===== src/rtl/serial_adder_pkg.sv =====
`default_nettype none
// ============================================================================
// serial_adder_pkg : state encodings and width limits for the serial adder
// Revision: 1.0
// ============================================================================
package serial_adder_pkg;

    localparam logic [1:0] ST_IDLE  = 2'd0;
    localparam logic [1:0] ST_SHIFT = 2'd1;
    localparam logic [1:0] ST_DONE  = 2'd2;

    localparam int WIDTH_MIN = 2;
    localparam int WIDTH_MAX = 32;

    // Bit-counter width; clamped so a degenerate WIDTH still elaborates far
    // enough to reach the range check.
    function automatic int cnt_width(input int width);
        return (width < 2) ? 1 : $clog2(width);
    endfunction

endpackage : serial_adder_pkg
`default_nettype wire


===== src/rtl/serial_adder_if.sv =====
`default_nettype none
// ============================================================================
// serial_adder_if : request/result bundle between a requester and serial_adder
// Revision: 1.0
// ============================================================================
interface serial_adder_if #(
    parameter int WIDTH = 8
) ();

    logic             start;
    logic [WIDTH-1:0] a;
    logic [WIDTH-1:0] b;
    logic             cin;
    logic             busy;
    logic             done;
    logic [WIDTH-1:0] sum;
    logic             cout;

    modport master (
        output start, a, b, cin,
        input  busy, done, sum, cout
    );

    modport slave (
        input  start, a, b, cin,
        output busy, done, sum, cout
    );

endinterface : serial_adder_if
`default_nettype wire


===== src/rtl/fa_bit.sv =====
`default_nettype none
// ============================================================================
// fa_bit : combinational one-bit full adder, the serial adder's datapath cell
// Revision: 1.0
// ============================================================================
module fa_bit (
    input  wire logic a_i,
    input  wire logic b_i,
    input  wire logic cin_i,
    output logic      s_o,
    output logic      co_o
);

    assign s_o  = a_i ^ b_i ^ cin_i;
    assign co_o = (a_i & b_i) | (cin_i & (a_i ^ b_i));

endmodule : fa_bit
`default_nettype wire


===== src/rtl/serial_adder.sv =====
`default_nettype none
// ============================================================================
// serial_adder : LSB-first bit-serial adder, one full-adder cell, WIDTH cycles
// Revision: 1.0
// ============================================================================
module serial_adder
    import serial_adder_pkg::*;
#(
    parameter int WIDTH = 8
) (
    input  wire logic      clk,
    input  wire logic      rst_n,
    serial_adder_if.slave  sa_if
);

    localparam int               CNT_W    = cnt_width(WIDTH);
    localparam logic [CNT_W-1:0] CNT_LAST = CNT_W'(WIDTH - 1);

    if (WIDTH < WIDTH_MIN || WIDTH > WIDTH_MAX) begin : g_width_check
        $fatal(1, "serial_adder: WIDTH out of range");
    end

    logic [1:0]       state_q,  state_d;
    logic [WIDTH-1:0] a_sr_q,   a_sr_d;
    logic [WIDTH-1:0] b_sr_q,   b_sr_d;
    logic             carry_q,  carry_d;
    logic [CNT_W-1:0] cnt_q,    cnt_d;
    logic [WIDTH-1:0] part_q,   part_d;
    logic [WIDTH-1:0] sum_q,    sum_d;
    logic             cout_q,   cout_d;

    logic w_fa_s;
    logic w_fa_co;
    logic w_accept;
    logic w_shift;
    logic w_last;

    fa_bit u_fa (
        .a_i   (a_sr_q[0]),
        .b_i   (b_sr_q[0]),
        .cin_i (carry_q),
        .s_o   (w_fa_s),
        .co_o  (w_fa_co)
    );

    assign w_accept = ((state_q == ST_IDLE) || (state_q == ST_DONE)) && sa_if.start;
    assign w_shift  = (state_q == ST_SHIFT);
    assign w_last   = w_shift && (cnt_q == CNT_LAST);

    always_comb begin
        state_d = state_q;
        a_sr_d  = a_sr_q;
        b_sr_d  = b_sr_q;
        carry_d = carry_q;
        cnt_d   = cnt_q;
        part_d  = part_q;
        sum_d   = sum_q;
        cout_d  = cout_q;

        case (state_q)
            ST_IDLE:  if (sa_if.start) state_d = ST_SHIFT;
            ST_SHIFT: if (w_last)      state_d = ST_DONE;
            ST_DONE:  state_d = sa_if.start ? ST_SHIFT : ST_IDLE;
            default:  state_d = ST_IDLE;
        endcase

        if (w_accept) begin
            a_sr_d  = sa_if.a;
            b_sr_d  = sa_if.b;
            carry_d = sa_if.cin;
            cnt_d   = '0;
            part_d  = '0;
        end else if (w_shift) begin
            // Sum bits enter at the MSB so the LSB lands in bit 0 after WIDTH shifts.
            a_sr_d  = a_sr_q >> 1;
            b_sr_d  = b_sr_q >> 1;
            carry_d = w_fa_co;
            cnt_d   = cnt_q + CNT_W'(1);
            part_d  = {w_fa_s, part_q[WIDTH-1:1]};
        end

        if (w_last) begin
            sum_d  = {w_fa_s, part_q[WIDTH-1:1]};
            cout_d = w_fa_co;
        end
    end

    always_ff @(posedge clk or negedge rst_n) begin
        if (!rst_n) begin
            state_q <= ST_IDLE;
            a_sr_q  <= '0;
            b_sr_q  <= '0;
            carry_q <= 1'b0;
            cnt_q   <= '0;
            part_q  <= '0;
            sum_q   <= '0;
            cout_q  <= 1'b0;
        end else begin
            state_q <= state_d;
            a_sr_q  <= a_sr_d;
            b_sr_q  <= b_sr_d;
            carry_q <= carry_d;
            cnt_q   <= cnt_d;
            part_q  <= part_d;
            sum_q   <= sum_d;
            cout_q  <= cout_d;
        end
    end

    assign sa_if.busy = (state_q == ST_SHIFT);
    assign sa_if.done = (state_q == ST_DONE);
    assign sa_if.sum  = sum_q;
    assign sa_if.cout = cout_q;

endmodule : serial_adder
`default_nettype wire


===== src/flat_wrapper.sv =====
// flat-port wrapper written by rule: the top's interface ports become plain ports
module serial_adder_flat import serial_adder_pkg::*;
#(
    parameter int WIDTH = 8
)
  (clk, rst_n, sa_if_start, sa_if_a, sa_if_b, sa_if_cin, sa_if_busy, sa_if_done, sa_if_sum, sa_if_cout);
  serial_adder_if #(.WIDTH(WIDTH)) sa_if_i ();
  input  wire logic clk;
  input  wire logic rst_n;
  input wire logic [$bits(sa_if_i.start)-1:0] sa_if_start;
  input wire logic [$bits(sa_if_i.a)-1:0] sa_if_a;
  input wire logic [$bits(sa_if_i.b)-1:0] sa_if_b;
  input wire logic [$bits(sa_if_i.cin)-1:0] sa_if_cin;
  output wire logic [$bits(sa_if_i.busy)-1:0] sa_if_busy;
  output wire logic [$bits(sa_if_i.done)-1:0] sa_if_done;
  output wire logic [$bits(sa_if_i.sum)-1:0] sa_if_sum;
  output wire logic [$bits(sa_if_i.cout)-1:0] sa_if_cout;
  assign sa_if_i.start = sa_if_start;
  assign sa_if_i.a = sa_if_a;
  assign sa_if_i.b = sa_if_b;
  assign sa_if_i.cin = sa_if_cin;
  assign sa_if_busy = sa_if_i.busy;
  assign sa_if_done = sa_if_i.done;
  assign sa_if_sum = sa_if_i.sum;
  assign sa_if_cout = sa_if_i.cout;
  serial_adder #(.WIDTH(WIDTH)) u_core (.clk(clk), .rst_n(rst_n), .sa_if(sa_if_i));
endmodule

===== config.mk =====
export PLATFORM = sky130hd
export DESIGN_NAME = serial_adder_flat
export DESIGN_NICKNAME = d
export VERILOG_FILES = /design/src/rtl/serial_adder_pkg.sv /design/src/rtl/serial_adder_if.sv /design/src/rtl/fa_bit.sv /design/src/rtl/serial_adder.sv /design/src/flat_wrapper.sv
export SDC_FILE = /design/constraint.sdc
export NUM_CORES = 1
export LEC_CHECK = 0
export BUFFER_PORTS_ARGS = -buffer_cell sky130_fd_sc_hd__buf_4
export CAP_MARGIN = 40
export CORE_MARGIN = 2
export CORE_UTILIZATION = 58
export DETAILED_ROUTE_END_ITERATION = 8
export GPL_ROUTABILITY_DRIVEN = 0
export GPL_TIMING_DRIVEN = 0
export PLACE_DENSITY = 0.85
export SLEW_MARGIN = 20
export SYNTH_ARGS = -nofsm -noshare
export SYNTH_HDL_FRONTEND = slang
export SYNTH_SLANG_ARGS = --single-unit

===== constraint.sdc =====
create_clock -name clk -period 2.05 [get_ports clk]
set_input_delay 0.41 -clock clk [delete_from_list [all_inputs] [get_ports clk]]
set_output_delay 0.41 -clock clk [all_outputs]
set_load 0.01 [all_outputs]

==> Flow_metrics.wiki <==
{| class="wikitable"
! Metric !! Value
|-
| Part of the power in combinational logic || 43.5%
|-
| Switching power || 1.04 mW
|-
| Average cell area after synthesis || 12.7 um^2
|-
| Final critical path time including I/O delays and setup || 1.74 ns
|-
| Unrepaired setup endpoints after global routing || no
|-
| Critical path startpoint || u_core.state_q[1]
|-
| Via density per instance || 5.73
|-
| Post-cts repair resize count || 0
|-
| Syn-to-layout area delta || 18.6%
|-
| Overall routing resource usage || 21.1%
|-
| Height of the chip || 58.0 um
|-
| Register area share after synthesis || 56.2%
|-
| Internal power || 1.91 mW
|-
| Synth Warn # || 0
|-
| Count of maximum capacitance violations || 0
|-
| Post-Synthesis Cells || 133
|-
| Setup crit end kind || output pin
|-
| Final max-slew violation count || 0
|-
| Hold-fix buffer count after cts || 0
|-
| # Post-CTS Setup Buffers || 0
|-
| Via count || 1146
|-
| FMAX || 575 MHz
|-
| Congestion Overflow GR || 0
|-
| Core Area || 0.00276 mm^2
|-
| Capturing element of the worst setup path || sa_if_done
|-
| PD cells || 1470 mW/mm^2
|-
| Worst reg2reg path depth || 4
|-
| Number of failing setup endpoints in the final timing report || 0
|-
| Netlist area before placement || 0.00169 mm^2
|-
| Kind of start point of the critical path || register
|-
| Post-synthesis net count || 156
|-
| Share of total power in sequential cells || 43.9%
|-
| # DRC || 0
|-
| CP Data Required Time || 1.64 ns
|-
| TritonCTS clock tree || built
|-
| Floorplan die width || 58.0 um
|-
| First-pass GRT wire length || 5.19 mm
|-
| Run status || complete, no violations
|-
| Count of nets after finishing || 193
|-
| Max-slew headroom at the worst pin || 68.3%
|-
| Initial antenna violation count || 0
|-
| Post-detailed-route wirelength per cell || 15.3 um
|-
| Htree depth || 2
|-
| Final-report hold violation count || 0
|-
| Clock slew seen by the registers of the worst setup and hold paths || 0.10 ns
|-
| Worst ir drop on vdd || 0.00112 V
|-
| Cts bufs inserted || 5
|-
| Buffer depth of the longest clock path || 2
|-
| FF+latch count, synth || 38
|-
| Row count || 19
|-
| Switching power as a share of total power || 35.3%
|-
| Final core area utilization || 72.8%
|-
| Total number of clock tree sinks || 38
|-
| Reg-to-reg critical path startpoint || u_core.cnt_q[0]
|-
| Share of final-layout standard cells stronger than drive strength 1 || 42.0%
|-
| Hold Crit Class || input pin to async pin
|-
| ANT nets after route || 0
|-
| Antenna diode instance count || 0
|-
| Final clock period utilization by the worst path || 84.8%
|-
| Worst slack after detailed placement || 0.532 ns
|-
| Maximum number of pins on one net before global-route repair || 39
|-
| Reg2reg setup slack || 0.51 ns
|-
| Slew at the pin closest to its max-slew limit || 0.476 ns
|-
| DP HPWL || 2.18 mm
|-
| DRC violation total after the first TritonRoute iteration || 43
|-
| Root Buffer || sky130_fd_sc_hd__clkbuf_4
|-
| Crit Reg-Reg Endpoint || u_core.sa_if.sum[3]
|-
| Share of power burned in the clock network || 12.5%
|-
| Count of input and output buffers || 30
|-
| Number of placed instances, taps included || 194
|-
| Final Hold Slack || 0.0281 ns
|-
| Number of top-level pins || 31
|-
| Initial standard-cell utilization of the core || 61.3%
|-
| Vias in the first global route || 1189
|-
| Die outline area || 0.00336 mm^2
|-
| Count of cell types in the netlist || 24
|-
| Leakage || 0.970 nW
|-
| Clock Skews || 0.00595 ns
|-
| Worst Slack Setup Final || 0.311 ns
|-
| Post-Layout Cell Count || 200
|-
| Initial DRT Pass Iterations || 4
|-
| Sum of routed wire length over all layers || 3.06 mm
|-
| Worst Setup Path Type || register to output pin
|-
| Setup_tns || 0 ns
|-
| Highest fanout seen on the critical path || 10
|-
| Worst skew pair latency || 0.33 ns
|-
| Data arrival time of the worst path || 1.33 ns
|}
==> synthesized netlist by cell type <==
library cell	instances	share of area, %
sky130_fd_sc_hd__buf_2	2	0.59
sky130_fd_sc_hd__nor2b_1	5	1.8
sky130_fd_sc_hd__a21oi_2	10	5.2
sky130_fd_sc_hd__dfrtp_1	38	56
sky130_fd_sc_hd__mux2_2	16	11
sky130_fd_sc_hd__mux2_1	1	0.67
sky130_fd_sc_hd__inv_1	13	2.9
sky130_fd_sc_hd__nor2_2	1	0.37
sky130_fd_sc_hd__a21oi_1	5	1.5
sky130_fd_sc_hd__a21o_4	1	0.89
sky130_fd_sc_hd__buf_6	1	0.67
sky130_fd_sc_hd__mux2i_1	3	1.8
sky130_fd_sc_hd__ha_1	2	1.5
sky130_fd_sc_hd__o22ai_1	12	4.4
sky130_fd_sc_hd__nand2_2	1	0.37
sky130_fd_sc_hd__nand2b_2	1	0.52
sky130_fd_sc_hd__o21ai_0	1	0.30
sky130_fd_sc_hd__fa_1	1	1.2
sky130_fd_sc_hd__clkbuf_1	2	0.44
sky130_fd_sc_hd__a22o_1	11	5.7
sky130_fd_sc_hd__a211oi_1	3	1.3
sky130_fd_sc_hd__nand2b_1	1	0.37
sky130_fd_sc_hd__buf_4	1	0.44
sky130_fd_sc_hd__inv_2	1	0.22
==> power groups by stage <==
stage / clock network, mW / registers (mW) / logic (mW)
finish: 0.369 / 1.30 / 1.28
global route: 0.412 / 1.33 / 1.42
CTS: 0.381 / 1.29 / 1.30
detailed placement: 0 / 1.31 / 1.30
global placement: 0 / 1.29 / 1.23
floorplan: 0 / 1.29 / 0.906
==> area by class of cell <==
cell class | count | area (um^2)
plain buffers | 6 | 36.3
well taps | 31 | 38.8
repair buffers | 30 | 225
inverters | 14 | 52.6
clock buffers | 6 | 51.3
fillers | 197 | 751
flip-flops and latches | 38 | 951
multi-input cells | 75 | 652
==> cells by family after synthesis <==
family                   synth area share (%)
buffers and inverters                    5.25
AO/OA/AOI/OAI                            19.3
AND/OR/NAND/NOR                          3.48
adder cells (fa/ha/maj)                  2.66
flip-flops                               56.2
multiplexers                             13.1
==> stage by stage <==
| step | instance area (um^2) | total power [mW] |
|---|---|---|
| after floorplan | 1690 | 2.20 |
| after CTS | 2010 | 2.98 |
| final | 2010 | 2.95 |
| after global routing | 2010 | 3.17 |
| after detailed placement | 1960 | 2.61 |
| after global placement | 1960 | 2.52 |
==> registers in the layout, summed over array words and instances (netlist names) <==
signal,count
u_core.part_q,7
u_core.sa_if.cout,1
u_core.carry_q,1
u_core.a_sr_q,8
u_core.cnt_q,3
u_core.b_sr_q,8
u_core.sa_if.sum,8
u_core.state_q,2
==> worst max-delay path, stage by stage, from the launching register on <==
cell                      delay (ns)
sky130_fd_sc_hd__dfrtp_1        0.43
sky130_fd_sc_hd__buf_2          0.28
sky130_fd_sc_hd__nor2b_1        0.17
sky130_fd_sc_hd__buf_4          0.13
==> per-layer routing <==
metal / global-route usage [%] / up-vias / share of wire [%]
li1: - / 550 / -
met1: 25.9 / 560 / 44
met2: 33.9 / 29 / 50
met3: 7.37 / 7 / 4.2
met4: 8.97 / 0 / 1.8
met5: 0 / - / 0
==> how the worst min path moves through the flow <==
stage                                to  start  cells past startpoint  slack, ns
finish              u_core.sa_if.sum[1]  rst_n                      1       0.03
global placement    u_core.sa_if.sum[3]  rst_n                      1       0.39
floorplan              u_core.a_sr_q[0]  rst_n                      0       0.11
CTS                    u_core.a_sr_q[2]  rst_n                      1       0.03
detailed placement  u_core.sa_if.sum[1]  rst_n                      1       0.40
global route        u_core.sa_if.sum[2]  rst_n                      1       0.03
==> cells in the final DEF (no fill, tap or decap), types with 2 or more instances in the layout <==
| master | count |
|---|---|
| sky130_fd_sc_hd__a21oi_2 | 10 |
| sky130_fd_sc_hd__buf_2 | 2 |
| sky130_fd_sc_hd__dfrtp_1 | 38 |
| sky130_fd_sc_hd__mux2i_1 | 3 |
| sky130_fd_sc_hd__buf_4 | 31 |
| sky130_fd_sc_hd__o22ai_1 | 12 |
| sky130_fd_sc_hd__a211oi_1 | 3 |
| sky130_fd_sc_hd__clkbuf_1 | 2 |
| sky130_fd_sc_hd__a22o_1 | 11 |
| sky130_fd_sc_hd__nor2b_1 | 5 |
| sky130_fd_sc_hd__inv_1 | 13 |
| sky130_fd_sc_hd__a21oi_1 | 5 |
| sky130_fd_sc_hd__mux2_2 | 16 |
| sky130_fd_sc_hd__ha_1 | 2 |
| sky130_fd_sc_hd__clkbuf_4 | 5 |
Power figures use the tool's default switching activity.
